==> config.mk <==
export PLATFORM = sky130hd
export DESIGN_NAME = uart_tx
export DESIGN_NICKNAME = d
export VERILOG_FILES = /design/src/rtl/uart_tx.sv
export SDC_FILE = /design/constraint.sdc
export NUM_CORES = 1
export LEC_CHECK = 0
export CORE_UTILIZATION = 30
export DETAILED_ROUTE_END_ITERATION = 10
export GPL_ROUTABILITY_DRIVEN = 1
export GPL_TIMING_DRIVEN = 0
export PLACE_DENSITY = 0.59
export SYNTH_ARGS = -nofsm -noshare
export SYNTH_HDL_FRONTEND = slang
export SYNTH_SLANG_ARGS = --single-unit
export TNS_END_PERCENT = 10
==> constraint.sdc <==
create_clock -name sys_clk -period 1.7 [get_ports sys_clk]
set_input_delay 0.34 -clock sys_clk [delete_from_list [all_inputs] [get_ports sys_clk]]
set_output_delay 0.34 -clock sys_clk [all_outputs]
set_load 0.05 [all_outputs]
==> src/rtl/uart_tx.sv <==
// Asynchronous serial transmitter: start bit, 8 data bits LSB first, optional parity, 1 or 2 stop bits.
// A one-byte holding register lets the next byte queue while the current frame is on the line.
module uart_tx #(
    parameter int CLKS_PER_BIT = 5208
) (
    input  logic       sys_clk,
    input  logic       reset,
    input  logic [7:0] data_tx_nios,
    input  logic       tx_start,
    input  logic [7:0] usr_options,
    input  logic       cts_remote_n,
    output logic       serial_out,
    output logic       tx_ready,
    output logic       tx_busy,
    output logic       tx_done
);
    localparam int CW = (CLKS_PER_BIT > 1) ? $clog2(CLKS_PER_BIT) : 1;

    typedef enum logic [2:0] {IDLE, START, DATA, PARITY, STOP} state_t;

    state_t        state, state_nxt;
    logic [CW-1:0] baud_cnt;
    logic [2:0]    bit_idx;
    logic [7:0]    hold_data;
    logic [7:0]    shift, shift_nxt;
    logic          hold_full;
    logic          cts_meta, cts_sync;
    logic          par_en, par_bit, stop2, stop_second;
    logic          bit_end, stop_end, load, accept;
    logic          line_nxt;
    logic          unused_opts;

    assign unused_opts = ^usr_options[7:3];

    assign bit_end  = (baud_cnt == CW'(CLKS_PER_BIT - 1));
    assign stop_end = (state == STOP) && bit_end && (!stop2 || stop_second);
    // A frame may begin from IDLE or straight out of the final stop bit (no idle gap).
    assign load     = hold_full && !cts_sync && ((state == IDLE) || stop_end);
    assign accept   = tx_start && !hold_full;

    assign tx_ready = !hold_full;
    assign tx_busy  = (state != IDLE);
    assign tx_done  = stop_end;

    always_ff @(posedge sys_clk or negedge reset) begin
        if (!reset) state <= IDLE;
        else        state <= state_nxt;
    end

    always_comb begin
        state_nxt = state;
        case (state)
            IDLE:    if (load) state_nxt = START;
            START:   if (bit_end) state_nxt = DATA;
            DATA:    if (bit_end && (bit_idx == 3'd7)) state_nxt = par_en ? PARITY : STOP;
            PARITY:  if (bit_end) state_nxt = STOP;
            STOP:    if (stop_end) state_nxt = load ? START : IDLE;
            default: state_nxt = IDLE;
        endcase
    end

    // Line level is computed from the next state so serial_out itself is a plain flop.
    always_comb begin
        shift_nxt = shift;
        if (load)
            shift_nxt = hold_data;
        else if ((state == DATA) && bit_end)
            shift_nxt = {1'b0, shift[7:1]};
        line_nxt = 1'b1;
        case (state_nxt)
            START:   line_nxt = 1'b0;
            DATA:    line_nxt = shift_nxt[0];
            PARITY:  line_nxt = par_bit;
            default: line_nxt = 1'b1;
        endcase
    end

    always_ff @(posedge sys_clk or negedge reset) begin
        if (!reset) begin
            cts_meta    <= 1'b1;
            cts_sync    <= 1'b1;
            serial_out  <= 1'b1;
            shift       <= '0;
            hold_data   <= '0;
            hold_full   <= 1'b0;
            par_en      <= 1'b0;
            par_bit     <= 1'b0;
            stop2       <= 1'b0;
            stop_second <= 1'b0;
            baud_cnt    <= '0;
            bit_idx     <= '0;
        end else begin
            cts_meta   <= cts_remote_n;
            cts_sync   <= cts_meta;
            serial_out <= line_nxt;
            shift      <= shift_nxt;

            if (load) begin
                hold_full <= 1'b0;
            end else if (accept) begin
                hold_full <= 1'b1;
                hold_data <= data_tx_nios;
            end

            // Frame format is frozen for the whole frame at load time.
            if (load) begin
                par_en  <= usr_options[0] ^ usr_options[1];
                par_bit <= (^hold_data) ^ (usr_options[1:0] == 2'b10);
                stop2   <= usr_options[2];
            end

            if ((state_nxt == IDLE) || (state_nxt != state) || bit_end)
                baud_cnt <= '0;
            else
                baud_cnt <= baud_cnt + CW'(1);

            if (load)
                bit_idx <= '0;
            else if ((state == DATA) && bit_end)
                bit_idx <= bit_idx + 3'd1;

            stop_second <= (state == STOP) && (stop_second || bit_end);
        end
    end
endmodule

**Yosys cells after proc, flatten, opt, wreduce, memory -nomap -nowiden**

Cells that the tools add are included.

- Register bits: 43
- Logic and storage cells: 69
- Output and inout bits: 4
- Input bits: 20

- Reductions and logical operators: 23
- Bitwise operators: 3
- Multiplexer cells: 16
- Equal/unequal tests: 11
- $add $sub $neg: 2

Operators by type and width:

| cell | count |
|---|---|
| $mux W3 | 8 |
| $mux W8 | 2 |
| $pmux W3 S5 | 1 |
| $add A13 B1 Y13 const B | 1 |
| $eq A13 B13 Y1 const B | 1 |
| $mux W13 | 1 |
| $eq A3 B2 Y1 const B | 4 |
| $logic_and A1 B1 Y1 | 8 |
| $reduce_xor A8 Y1 | 1 |
| $eq A3 B1 Y1 const B | 2 |
| $eq A3 B3 Y1 const B | 2 |
| $logic_not A3 Y1 | 2 |
| $logic_or A1 B1 Y1 | 5 |
| $reduce_bool A2 Y1 | 2 |
| $add A3 B1 Y3 const B | 1 |
| $logic_not A1 Y1 | 3 |
| $mux W1 | 3 |
| $ne A3 B3 Y1 | 1 |
| $pmux W1 S3 | 1 |
| $reduce_bool A3 Y1 | 1 |
| $eq A2 B2 Y1 const B | 1 |
| $reduce_and A2 Y1 | 1 |
| $xor A1 B1 Y1 | 2 |
| $not A1 Y1 | 1 |

**Longest topological paths before layout**

Gate-level depths: netlist of run 1.

- Depth in word-level cells: 12
- Mapped depth: 8

**Worst setup path after synthesis of run 1**

Ideal clock, no wire load.

- Kind: flip-flop to output port
- From: register baud_cnt[0]
- To: output tx_done
- Buffers on the path: 0
- Cell stages (with the launch flop): 5
- Arrival time: 1.628 ns
- Path slack: -0.268 ns
- Path through: dfrtp_1 -> ha_1 -> and4bb_4 -> nand3_4 -> nor2_1

- Cells in the longest elaborated chain, start to end: 3

Ends and longest elaborated chain:

| item | line | text |
|---|---|---|
| from (decl) | 22 | `logic [CW-1:0] baud_cnt;` |
| from (signal assigned) | 115 | `baud_cnt <= baud_cnt + CW'(1);` |
| $eq A13 B13 Y1 | 35 | `assign bit_end = (baud_cnt == CW'(CLKS_PER_BIT - 1));` |
| $logic_and A1 B1 Y1 (2 in series) | 36 | `assign stop_end = (state == STOP) && bit_end && (!stop2 \|\| stop_second);` |
| to (decl) | 15 | `output logic tx_done` |

Every way passes these cells.

**Final worst setup path of run 1**

Ends and elaborated chain as after synthesis.

==> results of run 1 <==
## per-layer routing
layer / vias to the layer above / share of wire [%] / global-route usage [%]
met5: - / 0 / 0
li1: 699 / - / -
met1: 692 / 49 / 15.4
met4: 0 / 0.58 / 3.48
met2: 18 / 47 / 18.2
met3: 2 / 3.1 / 2.89
## what timing repair did
item | in CTS | in global routing
endpoints found under the hold margin | 6 | 0
pin swaps | 9 | 4
hold buffers | 1 | 0
setup endpoints to repair | 27 | 28
gates resized for setup | 23 | 11
setup buffers | 0 | 4
cloned | 0 | 0
## worst max-delay path: cells and delay by family (launching register included)
family	cells	cell delay, ns
buffers and inverters	1	0.16
adder cells (fa/ha/maj)	1	0.17
AND/OR/NAND/NOR	3	0.50
flip-flops	1	0.41
## power by group through the flow
stage / sequential, W / combinational [W] / clock, W
floorplan: 0.00152 / 0.000777 / 0
global placement: 0.00157 / 0.000960 / 0
detailed placement: 0.00157 / 0.000979 / 0
CTS: 0.00156 / 0.000999 / 0.000874
global route: 0.00162 / 0.00116 / 0.000924
finish: 0.00156 / 0.00103 / 0.000841
## cell families (layout without fill, tap and decap cells)
logic type               Yosys count  in the layout  share of synthesized area (%)
flip-flops                        43             43                           51.5
AO/OA/AOI/OAI                     26             26                           9.55
buffers and inverters             13             44                           3.52
multiplexers                      15             15                           7.70
XOR/XNOR                          18             18                           7.52
AND/OR/NAND/NOR                   65             65                           17.8
adder cells (fa/ha/maj)            4              4                           2.39
## sequential cells by signal (all words and copies together) (netlist names)
register / cells
stop_second: 1
shift: 8
baud_cnt: 13
cts_meta: 1
cts_sync: 1
state: 3
stop2: 1
bit_idx: 3
par_bit: 1
par_en: 1
serial_out: 1
hold_full: 1
hold_data: 8
## worst max-delay path by stage
stage,startpoint,end,slack [ns],cells past startpoint
global route,baud_cnt[0]$_DFF_PN0_,tx_done,-0.25,5
detailed placement,baud_cnt[0]$_DFF_PN0_,tx_done,-0.55,5
CTS,baud_cnt[0]$_DFF_PN0_,par_bit$_DFFE_PN0P_,-0.21,7
floorplan,baud_cnt[0]$_DFF_PN0_,stop2$_DFFE_PN0P_,-0.07,7
finish,baud_cnt[0]$_DFF_PN0_,tx_done,-0.18,5
global placement,reset,hold_data[3]$_DFFE_PN0P_,-0.90,1
## synth_stat cells, drive strengths merged (2+ instances only)
cell and count:
mux2 9, nor3b 2, and4bb 3, clkbuf 2, nand4 3, buf 4, nor2 23, dfstp 3
a221o 6, and2 8, or3 3, nor2b 2, o21a 2, dfrtp 40, o21ai 6, xor2 7
mux2i 6, nand2 9, ha 4, a21oi 6, nand3 6, xnor2 11, nand2b 2, inv 7
## through the flow
stage / hold WS [ns] / instances / total power [W] / setup WS (ns)
finish: 0.358 / 295 / 0.00343 / -0.177
detailed placement: 0.195 / 283 / 0.00255 / -0.553
CTS: 0.360 / 292 / 0.00344 / -0.208
global route: 0.370 / 295 / 0.00370 / -0.253
floorplan: 0.0444 / 184 / 0.00230 / -0.0671
global placement: 0.346 / 282 / 0.00253 / -0.902
## area by class of cell
cell class	instances	area [µm²]
Clock buffer	6	82.6
Buffer	5	42.5
Clock inverter	2	38.8
Timing Repair Buffer	24	231
Tap cell	80	100
Fill cell	667	4140
Sequential cell	43	1080
Multi-Input combinational cell	128	1010
Inverter	7	26.3
==> impl_metrics.env, run 1 <==
export IMPL_synth_fp_nets=208
export IMPL_grt_first_pass_wirelength_mm=6.66
export IMPL_drtIter0Drc=50
export IMPL_arrival_ns=1.54
export IMPL_grt_pass1_vias=1449
export IMPL_r2r_end="stop2$_DFFE_PN0P_"
export IMPL_crit_chain="ha_4 -> and4bb_4 -> nand3_4 -> nor2_4 -> buf_6"
export IMPL_die_y_um=85.6
export IMPL_clockRootBuffer="clkbuf_8"
export IMPL_ys_top_cells_by_area="dfrtp_1, mux2_2, xnor2_1, nor2_1, dfstp_2"
export IMPL_syn_to_final_growth_pct=24.8
export IMPL_ioPinCount=24
export IMPL_power_frac_seq_pct=45.5
export IMPL_placed_area_um2=2400
export IMPL_nets=238
export IMPL_slew_viol_final=0
export IMPL_synth_flop_cell="dfrtp_1"
export IMPL_r2r_slack_ns=-0.16
export IMPL_synth_edf_count=0
export IMPL_fin_setup_tns_ns=-1.52
export IMPL_drive_gt1_share_pct=24.2
export IMPL_hold_violations=0
export IMPL_routed_wl_mm=3.77
export IMPL_start_kind="flip-flop"
export IMPL_ys_seq_area_share_pct=51.5
export IMPL_antenna_found_initial=0
export IMPL_end_kind="output pin"
export IMPL_fin_crit_ns=1.88
export IMPL_holdPathEnd="cts_sync$_DFF_PN1_"
export IMPL_synth_cell_type_count=45
export IMPL_grt_max_degree=38
export IMPL_pwr_share_clk_pct=24.5
export IMPL_violations="setup timing"
export IMPL_drv_cap=0
export IMPL_cts_tree="yes"
export IMPL_via_per_inst=4.78
export IMPL_synthCells=184
export IMPL_skew_ns=0.00962
export IMPL_first_pass_iters=3
export IMPL_grt_setup_unrepaired="true"
export IMPL_r2r_start="baud_cnt[0]$_DFF_PN0_"
export IMPL_chipWidth_um=85.6
export IMPL_switchingPower_w=0.00104
export IMPL_switching_share_pct=30.3
export IMPL_rows=30
export IMPL_ys_ff_latch=43
export IMPL_post_route_util_pct=38.7
export IMPL_setup_slack_ns=-0.177
export IMPL_ant_nets=0
export IMPL_drc=0
export IMPL_cts_made_buffers=5
export IMPL_insertion_delay_ns=0.30
export IMPL_final_cell_mix="dfrtp_1, nor2_1, clkdlybuf4s50_1, xnor2_1, mux2_2"
export IMPL_port_buffer_count=18
export IMPL_hp_class="flip-flop to flip-flop"
export IMPL_max_freq_mhz=533
export IMPL_grt_use_total_pct=11.4
export IMPL_min_delay_start="cts_meta$_DFF_PN1_"
export IMPL_p_comb_share_pct=30.0
export IMPL_post_dp_hpwl_mm=2.70
export IMPL_p_per_area_nw_per_um2=1310
export IMPL_period_share_pct=110
export IMPL_critPathMaxStageDelay_ns=0.41
export IMPL_required_ns=1.36
export IMPL_final_common_cell="dfrtp_1"
export IMPL_synth_warnings=0
export IMPL_worstMarginPinSlew_ns=0.652
export IMPL_dieArea_um2=7320
export IMPL_cp_max_fo=4
export IMPL_synth_async_reset_ratio_pct=100
export IMPL_yosysTopAreaCellShare_pct=47.8
export IMPL_criticalPathCategory="flip-flop to output pin"
export IMPL_crit_path_top_delay_cell="dfrtp_1"
export IMPL_vdd_drop_max_mv=0.680
export IMPL_outcome="complete, but fails checks"
export IMPL_hold_depth=0
export IMPL_insertedDiodeCount=0
export IMPL_max_slew_margin_pct=56.3
export IMPL_power_internal_w=0.00239
export IMPL_vias=1411
export IMPL_start_util_pct=31.0
export IMPL_clkTransAtPathRegs_ns=0.08
export IMPL_yosysTopAreaCell="dfrtp_1"
export IMPL_clock_sinks=43
export IMPL_cts_path_max_buffers=2
export IMPL_setup_viol=23
export IMPL_htreeDepth=2
export IMPL_synthesis_area_um2=2100
export IMPL_placeableCoreArea_um2=6760
export IMPL_overflow=0
export IMPL_routedWlPerCell_um=12.8
export IMPL_p_leak_nw=1.07
export IMPL_avgSynthCellArea_um2=11.4
export IMPL_gp_congestion=0.712
export IMPL_fin_area_um2=2620
export IMPL_r2r_cells=6
Note: power is estimated with default switching activity, not from simulation.
==> run 2: changes to the inputs <==
--- a/config.mk
+++ b/config.mk
@@ -5,11 +5,12 @@
 export SDC_FILE = /design/constraint.sdc
 export NUM_CORES = 1
 export LEC_CHECK = 0
-export CORE_UTILIZATION = 30
+export ABC_AREA = 0
+export CORE_UTILIZATION = 50
 export DETAILED_ROUTE_END_ITERATION = 10
 export GPL_ROUTABILITY_DRIVEN = 1
 export GPL_TIMING_DRIVEN = 0
-export PLACE_DENSITY = 0.59
+export PLACE_DENSITY = 0.84
 export SYNTH_ARGS = -nofsm -noshare
 export SYNTH_HDL_FRONTEND = slang
 export SYNTH_SLANG_ARGS = --single-unit
==> impl_metrics.env, run 2 (synthesized netlist as in run 1, its figures left out) <==
export IMPL_clock_sinks=43
export IMPL_clkTransAtPathRegs_ns=0.09
export IMPL_slew_viol_final=0
export IMPL_ant_nets=0
export IMPL_critPathMaxStageDelay_ns=0.41
export IMPL_placeableCoreArea_um2=4000
export IMPL_grt_setup_unrepaired="true"
export IMPL_fin_area_um2=2590
export IMPL_start_kind="flip-flop"
export IMPL_vdd_drop_max_mv=0.969
export IMPL_crit_path_top_delay_cell="dfrtp_1"
export IMPL_gp_congestion=0.817
export IMPL_max_slew_margin_pct=59.2
export IMPL_r2r_start="baud_cnt[0]$_DFF_PN0_"
export IMPL_required_ns=1.88
export IMPL_hp_class="input port to async pin"
export IMPL_violations="hold timing, setup timing"
export IMPL_cts_path_max_buffers=2
export IMPL_hold_violations=4
export IMPL_grt_use_total_pct=21.5
export IMPL_reg_top3="baud_cnt (13), hold_data (8), shift (8)"
export IMPL_via_per_inst=5.46
export IMPL_r2r_end="stop2$_DFFE_PN0P_"
export IMPL_final_common_cell="dfrtp_1"
export IMPL_cts_tree="yes"
export IMPL_drc=0
export IMPL_worstMarginPinSlew_ns=0.608
export IMPL_start_util_pct=52.4
export IMPL_port_buffer_count=18
export IMPL_hold_ws_ns=-0.00381
export IMPL_first_pass_iters=4
export IMPL_end_kind="flip-flop"
export IMPL_skew_ns=0.00915
export IMPL_insertion_delay_ns=0.30
export IMPL_routed_wl_mm=4.13
export IMPL_setup_slack_ns=-0.201
export IMPL_outcome="complete, but fails checks"
export IMPL_arrival_ns=2.08
export IMPL_overflow=0
export IMPL_cts_made_buffers=5
export IMPL_r2r_cells=6
export IMPL_rows=23
export IMPL_regMostFlops="baud_cnt"
export IMPL_post_route_util_pct=64.8
export IMPL_cp_startpoint="baud_cnt[0]$_DFF_PN0_"
export IMPL_period_share_pct=112
export IMPL_insertedDiodeCount=0
export IMPL_ioPinCount=24
export IMPL_die_y_um=66.7
export IMPL_setup_viol=23
export IMPL_dieArea_um2=4450
export IMPL_antenna_found_initial=0
export IMPL_final_cell_mix="dfrtp_1, nor2_1, clkdlybuf4s50_1, xnor2_1, buf_4"
export IMPL_routedWlPerCell_um=15.4
export IMPL_grt_max_degree=25
export IMPL_post_dp_hpwl_mm=2.73
export IMPL_cp_max_fo=5
export IMPL_p_leak_nw=1.11
export IMPL_largest_reg_flops=13
export IMPL_criticalPathCategory="flip-flop to flip-flop"
export IMPL_htreeDepth=2
export IMPL_drtIter0Drc=147
export IMPL_r2r_slack_ns=-0.20
export IMPL_drive_gt1_share_pct=25.6
export IMPL_vias=1469
export IMPL_syn_to_final_growth_pct=23.7
export IMPL_fin_setup_tns_ns=-2.15
export IMPL_placed_area_um2=2370
export IMPL_chipWidth_um=66.7
export IMPL_max_freq_mhz=526
export IMPL_grt_pass1_vias=1422
export IMPL_clockRootBuffer="clkbuf_8"
export IMPL_grt_first_pass_wirelength_mm=6.91
export IMPL_crit_chain="ha_4 -> and4bb_4 -> nand3_4 -> o21ai_4 -> and2_4 -> mux2_2"
export IMPL_nets=242
export IMPL_drv_cap=0
export IMPL_p_per_area_nw_per_um2=1360
export IMPL_fin_crit_ns=1.90
run 2: what timing repair did:
| action | 4_1_cts | 5_1_grt |
|---|---|---|
| pin swaps | 0 | 9 |
| setup buffers | 0 | 9 |
| setup endpoints to repair | 27 | 28 |
| resized for setup | 16 | 16 |
| hold buffers | 0 | 0 |
run 2: layout make-up:
type                            count  area, µm²
Timing Repair Buffer               28        273
Buffer                              5       42.5
Fill cell                         295       1410
Clock buffer                        5       68.8
Sequential cell                    43       1080
Tap cell                           50       62.6
Clock inverter                      3       43.8
Inverter                            7       26.3
Multi-Input combinational cell    128        993
run 2: per-stage QoR:
step / worst slack [ns] / total power (W) / instances
6_report: -0.201 / 0.00352 / 269
5_1_grt: -0.272 / 0.00373 / 269
3_3_place_gp: -0.801 / 0.00250 / 252
3_5_place_dp: -0.564 / 0.00257 / 253
2_1_floorplan: -0.0671 / 0.00230 / 184
4_1_cts: -0.250 / 0.00338 / 261
run 2: worst max path at each step:
stage,end,cells after the start,slack [ns]
3_5_place_dp,tx_done,5,-0.56
3_3_place_gp,hold_data[6]$_DFFE_PN0P_,1,-0.80
6_report,stop2$_DFFE_PN0P_,6,-0.20
4_1_cts,tx_done,5,-0.25
2_1_floorplan,stop2$_DFFE_PN0P_,7,-0.07
5_1_grt,stop2$_DFFE_PN0P_,6,-0.27
run 2: per-layer routing:
| layer | vias to the layer above | share of wire [%] | track usage [%] |
|---|---|---|---|
| li1 | 702 | - | - |
| met5 | - | 0 | 0 |
| met1 | 732 | 46 | 28.8 |
| met2 | 26 | 49 | 33.3 |
| met4 | 0 | 2.2 | 7.45 |
| met3 | 9 | 3.0 | 5.65 |
run 2: power by group:
part	switching [W]	total (W)	internal, W
clock network	0.000362	0.000799	0.000437
logic	0.000493	0.00113	0.000642
registers	0.000256	0.00158	0.00132
total	0.00111	0.00352	0.00240
run 2: critical path: cells and delay by family, from the launching register on:
kind | cells | cell delay, ns
simple gates | 3 | 0.61
flops | 1 | 0.41
mux | 1 | 0.34
compound gates | 1 | 0.25
fa+ha+maj | 1 | 0.17
==> RTL change 1, RTL diff (settings of run 1) <==
The parameter `CLKS_PER_BIT` goes from 5208 to 10416.
--- a/src/rtl/uart_tx.sv
+++ b/src/rtl/uart_tx.sv
@@ -3,3 +3,3 @@
 module uart_tx #(
-    parameter int CLKS_PER_BIT = 5208
+    parameter int CLKS_PER_BIT = 10416
 ) (
Function: no difference found for any inputs over 10 cycles, from zero or initial values and one cycle with reset low; that may be too few to reach the edited logic, so the function may still have changed.
==> RTL change 1 against run 1 <==
The flow still finishes with violations (negative setup slack); combinational power grew 13%; clock skew decreased by 0.0026 ns; final area is 13% higher; worst hold slack about the same; worst setup slack lost 0.099 ns; power about the same; fmax down 5.0%; sequential cell count rose by 1; register-to-register slack worse by 0.12 ns; synthesized area is 7.0% higher; wire length rose by 17%.
==> RTL change 1: results (changes against run 1) <==
| Metric | Value |
|---|---|
| Register area share after synthesis | `0.4927 (was 0.5152)` |
| Root Buffer | `clkbuf_8 (unchanged)` |
| H-tree Lvls | `2 (unchanged)` |
| Filler instances | `723 (was 667)` |
| Clock Path Buffers | `2 (unchanged)` |
| Drt via density | `4.653 (was 4.783)` |
| Iteration-0 DRC Markers | `39 (was 50)` |
| Final-report setup violation count | `20 (was 23)` |
| R2R Path End | `serial_out (was stop2)` |
| R2r worst-path depth | `8 (was 6)` |
| Latest clock arrival within the worst-skew pair | `0.29 ns` |
| Max_slew headroom | `0.6814 (was 0.5627)` |
| R2r startpoint | `baud_cnt[0] (unchanged)` |
| Fraction of layout cells with a size suffix above 1 | `0.3445 (was 0.2419)` |
| Status | `finished, violations left (unchanged)` |
| Crit Path Max Fanout | `6 (was 4)` |
| Area after DPL | `2576 um^2 (was 2399 um^2)` |
| Nets | `261 (was 238)` |
| Port bufs | `18 (unchanged)` |
| Total global routing track utilization | `0.1259 (was 0.1144)` |
| Failing checks | `negative setup slack (unchanged)` |
| HP Class | `flop to flop (unchanged)` |
| Total CTS buffers | `5 (unchanged)` |
| Slowest cell on crit path | `dfrtp_1 (unchanged)` |
| Setup Skew | `0.007059 ns (was 0.009622 ns)` |
| Drt pass-1 iters | `4 (was 3)` |
| Cell variety after synth | `48 (was 45)` |
| Pin count of the biggest net entering global routing | `29 (was 38)` |
| Antenna violations before repair | `0 (unchanged)` |
| Biggest regs | `baud_cnt: 14 flops, hold_data: 8 flops, shift: 8 flops (was baud_cnt: 13 flops, hold_data: 8 flops, shift: 8 flops)` |
| Int Power | `2.357 mW (was 2.387 mW)` |
| First-pass GRT wire length | `7.603 mm (was 6.658 mm)` |
| Ant diodes | `0 (unchanged)` |
| Worst Path Arrival | `2.20 ns (was 1.54 ns)` |
| Most area-consuming cells after synthesis | `dfrtp_1 46%, mux2_2 5.0%, xnor2_1 3.9%, dfstp_2 3.5%, nor2_1 3.5% (was dfrtp_1 48%, mux2_2 4.8%, xnor2_1 4.6%, nor2_1 4.1%, dfstp_2 3.8%)` |
| Peak VDD IR | `0.4394 mV (was 0.6800 mV)` |
| Vias in the first global route | `1553 (was 1449)` |
| Async SR Flop Fraction | `1.000 (unchanged)` |
| Ys Warns | `0 (unchanged)` |
| Final Routed Wirelength | `4.401 mm (was 3.773 mm)` |
| Worst-path clk slew | `0.08 ns (about the same)` |
| Routability Congestion | `0.7629 (was 0.7121)` |
| Worst path max stage delay | `0.36 ns (was 0.41 ns)` |
| Final Worst Setup Slack | `-0.2758 ns (was -0.1772 ns)` |
| Hold Crit Depth | `0 (unchanged)` |
| Lkg Pwr | `1.315 nW (was 1.074 nW)` |
| DP Wirelength | `2.947 mm (was 2.697 mm)` |
| Syn nets | `216 (was 208)` |
| Post-synth top cells | `41 x dfrtp_1, 21 x nor2_1, 11 x nand2_1 (was 40 x dfrtp_1, 23 x nor2_1, 11 x xnor2_1)` |
| Crit Path Class | `flop to flop (was flop to output pin)` |
RTL change 1: layer usage:
metal  GRT usage  vias up  wire (um)
met2      0.1951       10       2137
met4     0.03959        0         35
met5           0        -          0
li1            -      773          -
met1      0.1785      783       2173
met3     0.02239        2         54
RTL change 1: worst max-delay path: cells and delay by family, from the launching register on:
family                   cells  cell delay [ns]
AND/OR/NAND/NOR              3             0.69
adder cells (fa/ha/maj)      1             0.18
AO/OA/AOI/OAI                1             0.11
multiplexers                 1             0.27
flip-flops                   1             0.36
buffers and inverters        2             0.30
RTL change 1: worst min path at each step:
stage,start,to,slack (ns)
6_report,cts_meta,cts_sync,0.36
5_1_grt,cts_meta,cts_sync,0.37
4_1_cts,cts_meta,cts_sync,0.36
3_5_place_dp,reset,state[0],0.30
3_3_place_gp,cts_meta,cts_sync,0.35
2_1_floorplan,reset,baud_cnt[0],0.04
RTL change 1: logic make-up (layout without fill, tap and decap cells):
kind of cell	Yosys count	in the layout	synth area share
AO/OA/AOI/OAI	29	29	0.09710
XOR/XNOR	19	19	0.07422
adder cells (fa/ha/maj)	4	4	0.02232
buffers and inverters	9	55	0.03292
flip-flops	44	44	0.4927
multiplexers	14	14	0.07087
AND/OR/NAND/NOR	73	73	0.2098
RTL change 1: per-stage QoR:
stage / setup slack [ns] / cells / hold WS, ns / TNS, ns / utilization
finish: -0.2758 / 337 / 0.3580 / -3.474 / 0.4078
global route: -0.3527 / 337 / 0.3677 / -5.255 / 0.4078
CTS: -0.2753 / 335 / 0.3598 / -2.857 / 0.3950
detailed placement: -0.7103 / 310 / 0.3030 / -6.840 / 0.3552
global placement: -0.9786 / 309 / 0.3479 / -48.20 / 0.3531
floorplan: -0.1047 / 192 / 0.04441 / -0.1563 / -
RTL change 1: cell type report:
type	count	area share
Sequential cell	44	0.3748
Inverter	2	0.002538
Timing Repair Buffer	38	0.1290
Clock buffer	7	0.02919
Multi-Input combinational cell	139	0.3926
Buffer	7	0.02750
Tap cell	99	0.04188
Clock inverter	1	0.002538
RTL change 1: power groups by stage:
stage	logic [mW]	clock network (mW)	registers (mW)
5_1_grt	1.30	0.763	1.64
2_1_floorplan	0.770	0	1.56
4_1_cts	1.12	0.713	1.59
3_3_place_gp	0.946	0	1.61
6_report	1.16	0.673	1.59
3_5_place_dp	0.966	0	1.62
RTL change 1: timing repair:
item,4_1_cts,5_1_grt
endpoints found under the setup margin,33,33
pin swaps,9,18
buffers inserted,16,2
gates resized for setup,33,21
hold buffers,1,0
hold endpoints to repair,15,0
==> RTL change 2, RTL diff (flow settings as in run 1) <==
Made on the original files. Reset style: synchronous (`reset`), changed in 2 clocked blocks. Comments in the files are not updated.
--- a/src/rtl/uart_tx.sv
+++ b/src/rtl/uart_tx.sv
@@ -44,3 +44,3 @@
 
-    always_ff @(posedge sys_clk or negedge reset) begin
+    always_ff @(posedge sys_clk) begin
         if (!reset) state <= IDLE;
@@ -77,3 +77,3 @@
 
-    always_ff @(posedge sys_clk or negedge reset) begin
+    always_ff @(posedge sys_clk) begin
         if (!reset) begin
Function: differs if reset is asserted again (counterexample within 4 cycles, from zero or initial values and one cycle with reset low); with reset held inactive, the same outputs for 10 cycles.
==> RTL change 2 against run 1 <==
The flow still finishes with violations (negative setup slack); fmax increased by 4.5%; clock skew is 0.0033 ns lower; final cell count grew 9.5%; wire length grew 5.2%; synthesized area down 5.9%; final area is 4.4% lower; worst setup slack better by 0.081 ns; register-to-register slack gained 0.08 ns; sequential cell count unchanged; core utilization up 0.67 points; critical path type unchanged; largest cell class is now multi-input combinational cells; highest routed layer unchanged.
Power is not compared: it rests on default switching activity, and its combinational part moved more than twofold at a synthesized area within 25%.
==> RTL change 2: results (changes against run 1) <==
| Metric | Value |
|---|---|
| Worst Path Arrival | `1.46 ns (was 1.54 ns)` |
| R2R Setup Slk | `-0.08 ns (was -0.16 ns)` |
| Port bufs | `17 (was 18)` |
| Met3 routed WL | `139 um (was 117 um)` |
| Post-Syn Area per Cell | `9.220 um^2 (was 11.39 um^2)` |
| Metal2 WL | `1.808 mm (was 1.778 mm)` |
| Final Worst Setup Slack | `-0.09592 ns (was -0.1772 ns)` |
| Drt pass-1 iters | `4 (was 3)` |
| Crit Path Max Fanout | `3 (was 4)` |
| Hold Crit Depth | `1 (was 0)` |
| Final Routed Wirelength | `3.968 mm (was 3.773 mm)` |
| R2r worst-path depth | `7 (was 6)` |
| Final setup TNS | `-0.1793 ns (was -1.518 ns)` |
| Worst Tran Pin Value | `0.6069 ns (was 0.6516 ns)` |
| Pin count of the biggest net entering global routing | `14 (was 38)` |
| Post-synth top cells | `43 x dfxtp_1, 23 x nand2_1, 21 x nor2_1 (was 40 x dfrtp_1, 23 x nor2_1, 11 x xnor2_1)` |
| Fraction of layout cells with a size suffix above 1 | `0.1707 (was 0.2419)` |
| WHS Endpoint | `cts_sync (unchanged)` |
| Hold_sp | `cts_meta (unchanged)` |
| Final-report setup violation count | `2 (was 23)` |
| Worst path max stage delay | `0.36 ns (was 0.41 ns)` |
| First-pass GRT wire length | `6.872 mm (was 6.658 mm)` |
| Total global routing track utilization | `0.1212 (was 0.1144)` |
| Final Non-Filler Cells | `323 (was 295)` |
| R2R Path End | `serial_out (was stop2)` |
| DP Wirelength | `2.743 mm (was 2.697 mm)` |
| Iteration-0 DRC Markers | `111 (was 50)` |
| Async SR Flop Fraction | `0 (was 1.000)` |
| Most area-consuming cells after synthesis | `dfxtp_1 44%, xnor2_1 4.9%, nand3_1 4.8%, nand2_1 4.4%, mux2i_1 4.1% (was dfrtp_1 48%, mux2_2 4.8%, xnor2_1 4.6%, nor2_1 4.1%, dfstp_2 3.8%)` |
| Cell variety after synth | `38 (was 45)` |
| Drt via density | `4.737 (was 4.783)` |
| Setup Skew | `0.006279 ns (was 0.009622 ns)` |
| Failing checks | `negative setup slack (unchanged)` |
| Routability Congestion | `0.7635 (was 0.7121)` |
| Status | `finished, violations left (unchanged)` |
| Slowest cell on crit path | `dfxtp_4 (was dfrtp_1)` |
| Top FF cell, synth | `dfxtp_1 (was dfrtp_1)` |
| Post_cts resized | `32 (was 23)` |
| CP startpoint | `baud_cnt[0] (unchanged)` |
| Register area share after synthesis | `0.4363 (was 0.5152)` |
| Setup bufs post-CTS | `6 (was 0)` |
| Syn nets | `238 (was 208)` |
| Number of cells after detailed placement | `308 (was 283)` |
| Met1 wire length | `1.991 mm (was 1.854 mm)` |
==> RTL change 2: cell count changes after synthesis, moves of 9 or more <==
| cell | delta |
|---|---|
| dfrtp_1 | -40 |
| dfxtp_1 | +43 |
| nand2_1 | +14 |
| nand3_1 | +14 |
| nor2b_1 | +9 |
==> RTL change 2: layout make-up <==
class | instances | area share
buffer | 10 | 0.02553
clock buffer | 6 | 0.03303
clock inverter | 2 | 0.01401
inverter | 6 | 0.009009
multi-input combinational | 155 | 0.4419
sequential | 43 | 0.3483
tap | 77 | 0.03854
timing repair buffer | 24 | 0.08959
==> RTL change 2: kinds of logic after synthesis <==
| group | share of synthesized area |
|---|---|
| flops | 0.4363 |
| compound gates | 0.09766 |
| mux | 0.05200 |
| buf+inv | 0.03551 |
| simple gates | 0.2644 |
| xor+xnor | 0.08878 |
| fa+ha+maj | 0.02537 |
==> RTL change 2: worst max-delay path: cells and delay by family (launching register included) <==
kind / cells / cell delay (ns)
and+or+nand+nor: 3 / 0.53
DFF: 1 / 0.36
buffers and inverters: 1 / 0.15
adders and majority gates: 1 / 0.12
==> RTL change 2: stage by stage <==
step           area [um^2]  hold WS (ns)  setup slack [ns]    util
4_1_cts               2470        0.4120           -0.1466  0.3890
6_report              2500        0.4100          -0.09592  0.3937
3_3_place_gp          2251        0.3913           -0.6258  0.3545
2_1_floorplan         1984        0.3863          -0.03611       -
3_5_place_dp          2251        0.3941           -0.6486  0.3545
5_1_grt               2500        0.4325           -0.1689  0.3937
==> RTL change 2: where the power goes <==
part / internal [mW] / switching, mW
combinational: 0.0898 / 0.0775
sequential: 1.03 / 0.0199
clock: 0.476 / 0.345
total: 1.59 / 0.443
==> RTL change 2: metal layers <==
layer	global-route usage	vias to the layer above
met2	0.1855	33
met1	0.1685	704
met4	0.03762	0
li1	-	791
met5	0	-
met3	0.02883	2
